===== config.mk =====
export PLATFORM = sky130hd
export DESIGN_NAME = apb_slave_regfile_flat
export DESIGN_NICKNAME = d
export VERILOG_FILES = /design/src/rtl/apb_pkg.sv /design/src/rtl/apb_slave_regfile_if.sv /design/src/rtl/apb_slave_regbank.sv /design/src/rtl/apb_slave_regfile.sv /design/src/flat_wrapper.sv
export SDC_FILE = /design/constraint.sdc
export NUM_CORES = 1
export LEC_CHECK = 0
export CAP_MARGIN = 20
export CORE_MARGIN = 10
export CORE_UTILIZATION = 27
export CTS_CLUSTER_SIZE = 16
export DETAILED_ROUTE_END_ITERATION = 10
export DONT_BUFFER_PORTS = 1
export SETUP_SLACK_MARGIN = 0.3
export SYNTH_ARGS = -nofsm -noshare
export SYNTH_HDL_FRONTEND = slang
export SYNTH_HIERARCHICAL = 1
export SYNTH_SLANG_ARGS = --single-unit

===== constraint.sdc =====
create_clock -name Hclk -period 7.05 [get_ports Hclk]
set_input_delay 0.705 -clock Hclk [delete_from_list [all_inputs] [get_ports Hclk]]
set_output_delay 0.705 -clock Hclk [all_outputs]
set_load 0.005 [all_outputs]

===== src/rtl/apb_pkg.sv =====
// apb_pkg: shared bus widths and slave FSM state type for the APB completer.
package apb_pkg;
  localparam int APB_AW = 32;
  localparam int APB_DW = 32;
  localparam int APB_SELW = 3;
  typedef enum logic [1:0] {IDLE, WAIT, READY} apb_slv_state_t;
endpackage


===== src/rtl/apb_slave_regfile_if.sv =====
// apb_slave_regfile_if: APB bus between the bridge controller and its completers.
interface apb_slave_regfile_if;
  import apb_pkg::*;
  logic [APB_SELW-1:0] Pselx;
  logic Penable;
  logic Pwrite;
  logic [APB_AW-1:0] Paddr;
  logic [APB_DW-1:0] Pwdata;
  logic [APB_DW-1:0] Prdata;
  logic Pready;
  logic Pslverr;
  modport master (output Pselx, Penable, Pwrite, Paddr, Pwdata, input Prdata, Pready, Pslverr);
  modport slave (input Pselx, Penable, Pwrite, Paddr, Pwdata, output Prdata, Pready, Pslverr);
endinterface


===== src/rtl/apb_slave_regbank.sv =====
// apb_slave_regbank: DEPTH x 32 register array, one write port, combinational read port.
module apb_slave_regbank
  import apb_pkg::*;
#(
  parameter int DEPTH = 16
) (
  input  logic Hclk,
  input  logic Hresetn,
  input  logic we,
  input  logic [$clog2(DEPTH)-1:0] widx,
  input  logic [APB_DW-1:0] wdata,
  input  logic [$clog2(DEPTH)-1:0] ridx,
  output logic [APB_DW-1:0] rdata
);
  logic [APB_DW-1:0] mem [DEPTH];
  always_ff @(posedge Hclk or negedge Hresetn) begin
    if (!Hresetn) for (int i = 0; i < DEPTH; i++) mem[i] <= '0;
    else if (we) mem[widx] <= wdata;
  end
  assign rdata = mem[ridx];
endmodule


===== src/rtl/apb_slave_regfile.sv =====
// apb_slave_regfile: APB completer with wait states, decode errors and a register bank.
module apb_slave_regfile
  import apb_pkg::*;
#(
  parameter int SLV_IDX = 0,
  parameter int DEPTH = 16,
  parameter int WAIT_CYCLES = 0
) (
  input logic Hclk,
  input logic Hresetn,
  apb_slave_regfile_if.slave bus
);
  localparam int IW = $clog2(DEPTH);
  apb_slv_state_t state;
  logic [3:0] cnt;
  logic wr_q, err_q;
  logic [IW-1:0] idx_q;
  logic [APB_DW-1:0] prdata, rdata;
  logic pready, pslverr;
  logic sel, setup, err_d, we, enter_ready, stay, cur_err, cur_wr;
  logic [IW-1:0] idx_d, ridx;
  assign sel = bus.Pselx[SLV_IDX];
  assign setup = state == IDLE && sel && !bus.Penable;
  assign idx_d = bus.Paddr[IW+1:2];
  assign err_d = bus.Paddr[1:0] != 2'b00 || bus.Paddr[APB_AW-1:2] >= (APB_AW-2)'(DEPTH);
  // From IDLE the transfer attributes come straight off the bus, later from the captured copy
  assign cur_err = state == IDLE ? err_d : err_q;
  assign cur_wr = state == IDLE ? bus.Pwrite : wr_q;
  assign ridx = state == IDLE ? idx_d : idx_q;
  assign enter_ready = (setup && WAIT_CYCLES == 0) || (state == WAIT && sel && cnt == 4'd1);
  assign stay = state == READY && sel && !bus.Penable;
  assign we = state == READY && sel && bus.Penable && wr_q && !err_q;
  always_ff @(posedge Hclk or negedge Hresetn) begin
    if (!Hresetn) begin
      state <= IDLE;
      cnt <= '0;
      wr_q <= 1'b0;
      err_q <= 1'b0;
      idx_q <= '0;
      prdata <= '0;
      pready <= 1'b0;
      pslverr <= 1'b0;
    end else begin
      case (state)
        IDLE: if (setup) begin
          wr_q <= bus.Pwrite;
          idx_q <= idx_d;
          err_q <= err_d;
          cnt <= 4'(WAIT_CYCLES);
          state <= WAIT_CYCLES == 0 ? READY : WAIT;
        end
        WAIT: if (!sel) state <= IDLE;
          else if (cnt == 4'd1) state <= READY;
          else cnt <= cnt - 4'd1;
        READY: if (!sel || bus.Penable) state <= IDLE;
        default: state <= IDLE;
      endcase
      pready <= enter_ready || (stay && pready);
      pslverr <= enter_ready ? cur_err : stay && pslverr;
      if (enter_ready && !cur_wr) prdata <= cur_err ? '0 : rdata;
    end
  end
  apb_slave_regbank #(.DEPTH(DEPTH)) u_bank (
    .Hclk(Hclk),
    .Hresetn(Hresetn),
    .we(we),
    .widx(idx_q),
    .wdata(bus.Pwdata),
    .ridx(ridx),
    .rdata(rdata)
  );
  assign bus.Prdata = prdata;
  assign bus.Pready = pready;
  assign bus.Pslverr = pslverr;
endmodule


===== src/flat_wrapper.sv =====
// flat-port wrapper written by rule: the top's interface ports become plain ports
module apb_slave_regfile_flat import apb_pkg::*;
#(
  parameter int SLV_IDX = 0,
  parameter int DEPTH = 16,
  parameter int WAIT_CYCLES = 0
)
  (Hclk, Hresetn, bus_Pselx, bus_Penable, bus_Pwrite, bus_Paddr, bus_Pwdata, bus_Prdata, bus_Pready, bus_Pslverr);
  apb_slave_regfile_if bus_i ();
  input logic Hclk;
  input logic Hresetn;
  input wire logic [$bits(bus_i.Pselx)-1:0] bus_Pselx;
  input wire logic [$bits(bus_i.Penable)-1:0] bus_Penable;
  input wire logic [$bits(bus_i.Pwrite)-1:0] bus_Pwrite;
  input wire logic [$bits(bus_i.Paddr)-1:0] bus_Paddr;
  input wire logic [$bits(bus_i.Pwdata)-1:0] bus_Pwdata;
  output wire logic [$bits(bus_i.Prdata)-1:0] bus_Prdata;
  output wire logic [$bits(bus_i.Pready)-1:0] bus_Pready;
  output wire logic [$bits(bus_i.Pslverr)-1:0] bus_Pslverr;
  assign bus_i.Pselx = bus_Pselx;
  assign bus_i.Penable = bus_Penable;
  assign bus_i.Pwrite = bus_Pwrite;
  assign bus_i.Paddr = bus_Paddr;
  assign bus_i.Pwdata = bus_Pwdata;
  assign bus_Prdata = bus_i.Prdata;
  assign bus_Pready = bus_i.Pready;
  assign bus_Pslverr = bus_i.Pslverr;
  apb_slave_regfile #(.SLV_IDX(SLV_IDX), .DEPTH(DEPTH), .WAIT_CYCLES(WAIT_CYCLES)) u_core (.Hclk(Hclk), .Hresetn(Hresetn), .bus(bus_i));
endmodule

==> reports/summary.json <==
{
  "run_status": {
    "run_status": "finished with violations",
    "violations": "negative hold slack, max-slew violations"
  },
  "timing": {
    "fin_hold_ws_ns": -0.108,
    "layout_worst_path_cycle_share": 0.504,
    "worst_slew_pin_slew_ns": 2.15,
    "grt_setup_unrepaired": "no",
    "maxClockFrequency_mhz": 281,
    "timing.setup.tns_ns": 0,
    "finalSetupViolCount": 0,
    "fin_worst_skew_ns": 0.0143,
    "hold_viol": 21,
    "fin_crit_ns": 3.55,
    "maxSlewViolCount": 412,
    "tightest_slew_margin_relative_to_the_limit": -0.435
  },
  "clocking": {
    "path_clk_slew_ns": 0.06,
    "tritoncts_clock_tree": "built",
    "cts_sinks": 553,
    "cts_setup_buffers": 0,
    "cts_inserted_buffers": 59,
    "post_cts_resized": 0,
    "cts-htree-levels": 2,
    "cts_root_buffer": "sky130_fd_sc_hd__clkbuf_16",
    "clk-insertion-delay-late_ns": 0.61,
    "max-clock-path-buffers": 3
  },
  "pwr": {
    "power_frac_seq": 0.494,
    "clockPowerShare": 0.465,
    "design_power_total_w": 0.00651,
    "powerDensity_mw_per_mm2": 235,
    "p_sw_frac": 0.221,
    "power.net_switching_w": 0.00144,
    "power_leakage_nw": 12.9,
    "combPwrFrac": 0.040,
    "worst_ir_drop_vdd_mv": 0.167,
    "p_int_w": 0.00507
  },
  "final_layout": {
    "area_growth_syn_to_layout_pct": 12.7,
    "share_of_layout_cells_above_drive_strength_1": 0.503,
    "post_layout_nets": 1603,
    "final_util": 0.307,
    "final.fill_count": 8731
  },
  "synth": {
    "netlist.top_cell.by_area": "sky130_fd_sc_hd__dfrtp_1",
    "async_flop_share": 1.00,
    "synth_simple_gate_area_share": 0.0269,
    "syn-instance-count": 1584,
    "ys_warn_count": 6,
    "synth_edf_count": 0,
    "ys_seq_area_frac": 0.564,
    "synth-compound-area-share": 0.0272,
    "synth.net_count": 1655,
    "yosys.area_share.xor_xnor": 0,
    "synth_largest_type_area_fraction": 0.564,
    "adder_cell_area_share_of_the_yosys_netlist": 0,
    "postSynthAreaPerCell_um2": 15.5,
    "synth_top_family_by_area": "multiplexers",
    "ys_top_cells_by_area": "sky130_fd_sc_hd__dfrtp_1, sky130_fd_sc_hd__mux2_2, sky130_fd_sc_hd__mux4_2",
    "yosysUniqueCellTypes": 30,
    "postSynth.topFlopCell": "sky130_fd_sc_hd__dfrtp_1",
    "synth.ff_latch_count": 553,
    "synth.cell_area_mm2": 0.0245,
    "synth.mux.area_fraction": 0.356
  },
  "worst_setup_path": {
    "timing_worst_setup_path_type": "flop to flop",
    "end_kind": "flop",
    "standard_cell_with_the_maximum_stage_delay_on_the_critical_path": "sky130_fd_sc_hd__nor3_2",
    "critical_path_cell_count": 6,
    "worst_ep_arrival_time_ns": 4.04,
    "worstPathCellList": "nand4_1 > nor2_1 > nand2_1 > nor3_2 > buf_4 > mux2_2",
    "worst_path_dominant_cell_family": "simple AND/OR/NAND/NOR gates",
    "crit_path_max_incr_delay_ns": 0.83,
    "worst-path-buf-inv": 1,
    "critPathLaunchType": "flop",
    "crit_required_ns": 7.54,
    "critical_path_peak_fanout": 25,
    "reg2regPathDepth": 6
  },
  "routing": {
    "route.detailed.vias_per_inst": 4.91,
    "via_count": 13500,
    "routed_wirelength_um": 63200,
    "detail-route-antenna-nets": 0,
    "route.detailed.wl_per_inst_um": 22.9,
    "drtPass1Iterations": 5,
    "detail_route.drc_violations": 0,
    "detailedRoute.firstIterationViolations": 846
  },
  "global_routing": {
    "all_layer_global_routing_usage": 0.121,
    "grt_use_met1": 0.152,
    "gr-usage-met2": 0.205,
    "gr-usage-met3": 0.0254,
    "number_of_antenna_violations_at_the_first_check_in_global_routing": 0,
    "grt_first_pass_wirelength_um": 96300,
    "globalRoute.totalOverflow": 0,
    "grt_most_used_layer": "met2",
    "grt_pass1_vias": 15300,
    "grt_start_max_net_pins": 554
  },
  "placement": {
    "dp_hpwl_um": 35600,
    "gp_congestion": 0.683,
    "placement.io_buffers": 0
  },
  "floorplan": {
    "die_width_um": 322,
    "row_count": 110,
    "initial_util": 0.272,
    "floorplan.io_pins": 105,
    "fp.coreArea_mm2": 0.0901,
    "dieHeight_um": 322,
    "die_area_mm2": 0.103
  },
  "flow_run": {
    "drv.max_cap_violation_count": 0
  },
  "worst_hold_path": {
    "worst_min_delay_path_category": "primary input to asynchronous set/reset pin"
  }
}
-- worst register-to-register path: cells and delay by family (launching register included) --
family                 cells  cell delay (ns)
and+or+nand+nor            4             1.79
DFF                        1             0.63
buffers and inverters      1             0.60
muxes                      1             0.43
-- through the flow --
step | area (µm²) | instances | setup slack (ns)
after CTS | 27600 | 2757 | 3.52
final | 27700 | 2759 | 3.50
after global placement | 25700 | 2647 | 3.60
after detailed placement | 25700 | 2647 | 3.53
after global routing | 27600 | 2757 | 3.35
after floorplan | 24500 | 1584 | 4.67
-- placed cells by master, fill, tap and decap left out, types with 2 or more instances in the layout --
cell                          n
sky130_fd_sc_hd__mux4_2     128
sky130_fd_sc_hd__buf_4       25
sky130_fd_sc_hd__a22oi_1     64
sky130_fd_sc_hd__nand2_1     99
sky130_fd_sc_hd__mux2_2     516
sky130_fd_sc_hd__nor2_1       2
sky130_fd_sc_hd__nor3_2       6
sky130_fd_sc_hd__nand3b_1     2
sky130_fd_sc_hd__nor2_4       7
sky130_fd_sc_hd__o21ai_0      2
sky130_fd_sc_hd__nand4_1      2
sky130_fd_sc_hd__mux2_1       3
sky130_fd_sc_hd__clkinv_2    11
sky130_fd_sc_hd__or4_4        2
sky130_fd_sc_hd__o21ai_1     26
sky130_fd_sc_hd__diode_2      2
sky130_fd_sc_hd__nor4_1       6
sky130_fd_sc_hd__inv_6        2
sky130_fd_sc_hd__nand3_1      2
sky130_fd_sc_hd__mux2_8       2
sky130_fd_sc_hd__or3_2        2
sky130_fd_sc_hd__nand2b_1     4
sky130_fd_sc_hd__o21ai_2      4
sky130_fd_sc_hd__nor2b_4      3
sky130_fd_sc_hd__clkbuf_16   59
sky130_fd_sc_hd__clkbuf_8    19
sky130_fd_sc_hd__clkbuf_1    16
sky130_fd_sc_hd__dfrtp_1    553
-- cell usage after synthesis, drive strengths merged (2+ instances only) --
cell type,count
nor2,9
nand2b,5
o21ai,32
nor2b,4
clkbuf,68
mux2,521
nor4,7
mux4,128
nor3,7
nand3b,2
or4,3
nand2,99
nand4,2
dfrtp,553
buf,70
or3,2
a22oi,64
nand3,2
-- registers in the layout, indices dropped and copies added, names as in the netlist --
register / flops
u_core/u_bank/mem: 512
u_core/err_q: 1
u_core/bus.Prdata: 32
u_core/bus.Pslverr: 1
u_core/idx_q: 4
u_core/wr_q: 1
u_core/state: 1
u_core/bus.Pready: 1
-- worst paths after layout --
check                                  startpoint                endpoint  slack (ns)
max                               u_core/state[1]  u_core/u_bank/mem[176]        3.50
min                                       Hresetn  u_core/u_bank/mem[359]       -0.11
max reg2reg                       u_core/state[1]  u_core/u_bank/mem[176]        3.50
min reg2reg                u_core/u_bank/mem[454]  u_core/u_bank/mem[454]        0.50
max in group asynchronous                 Hresetn   u_core/u_bank/mem[25]        5.55
min in group Hclk                     bus_Penable         u_core/state[1]        0.18
-- cell type report --
type                       instances  area [µm²]  share of cell area
multi-input combinational        892       10200               0.370
clock buffer                      94        1800              0.0650
antenna                            2        5.00            0.000181
inverter                           1        3.75            0.000136
tap                             1176        1470              0.0532
sequential                       553       13800               0.500
timing repair buffer              25         188             0.00679
clock inverter                    16         119             0.00430
-- cells by family (layout without fill, tap and decap cells) --
logic type	Yosys count	count (layout)
simple gates	145	145
other cells	0	2
buf+inv	139	136
mux	649	649
compound gates	98	98
flops	553	553
-- power groups by stage --
stage / Clock [W] / Sequential (W) / Combinational, W
floorplan: 0 / 0.00326 / 0.000207
global placement: 0 / 0.00327 / 0.000265
detailed placement: 0 / 0.00328 / 0.000266
CTS: 0.00312 / 0.00322 / 0.000266
global route: 0.00325 / 0.00322 / 0.000279
finish: 0.00303 / 0.00322 / 0.000261
-- routing by layer --
layer | vias up | routed length (µm) | part of all wire
met5 | - | 0 | 0
met3 | 110 | 3410 | 0.054
met1 | 7419 | 27200 | 0.43
met2 | 270 | 30700 | 0.49
met4 | 0 | 1840 | 0.029
li1 | 5742 | - | -
No activity file was read; power rests on OpenSTA's default activity.
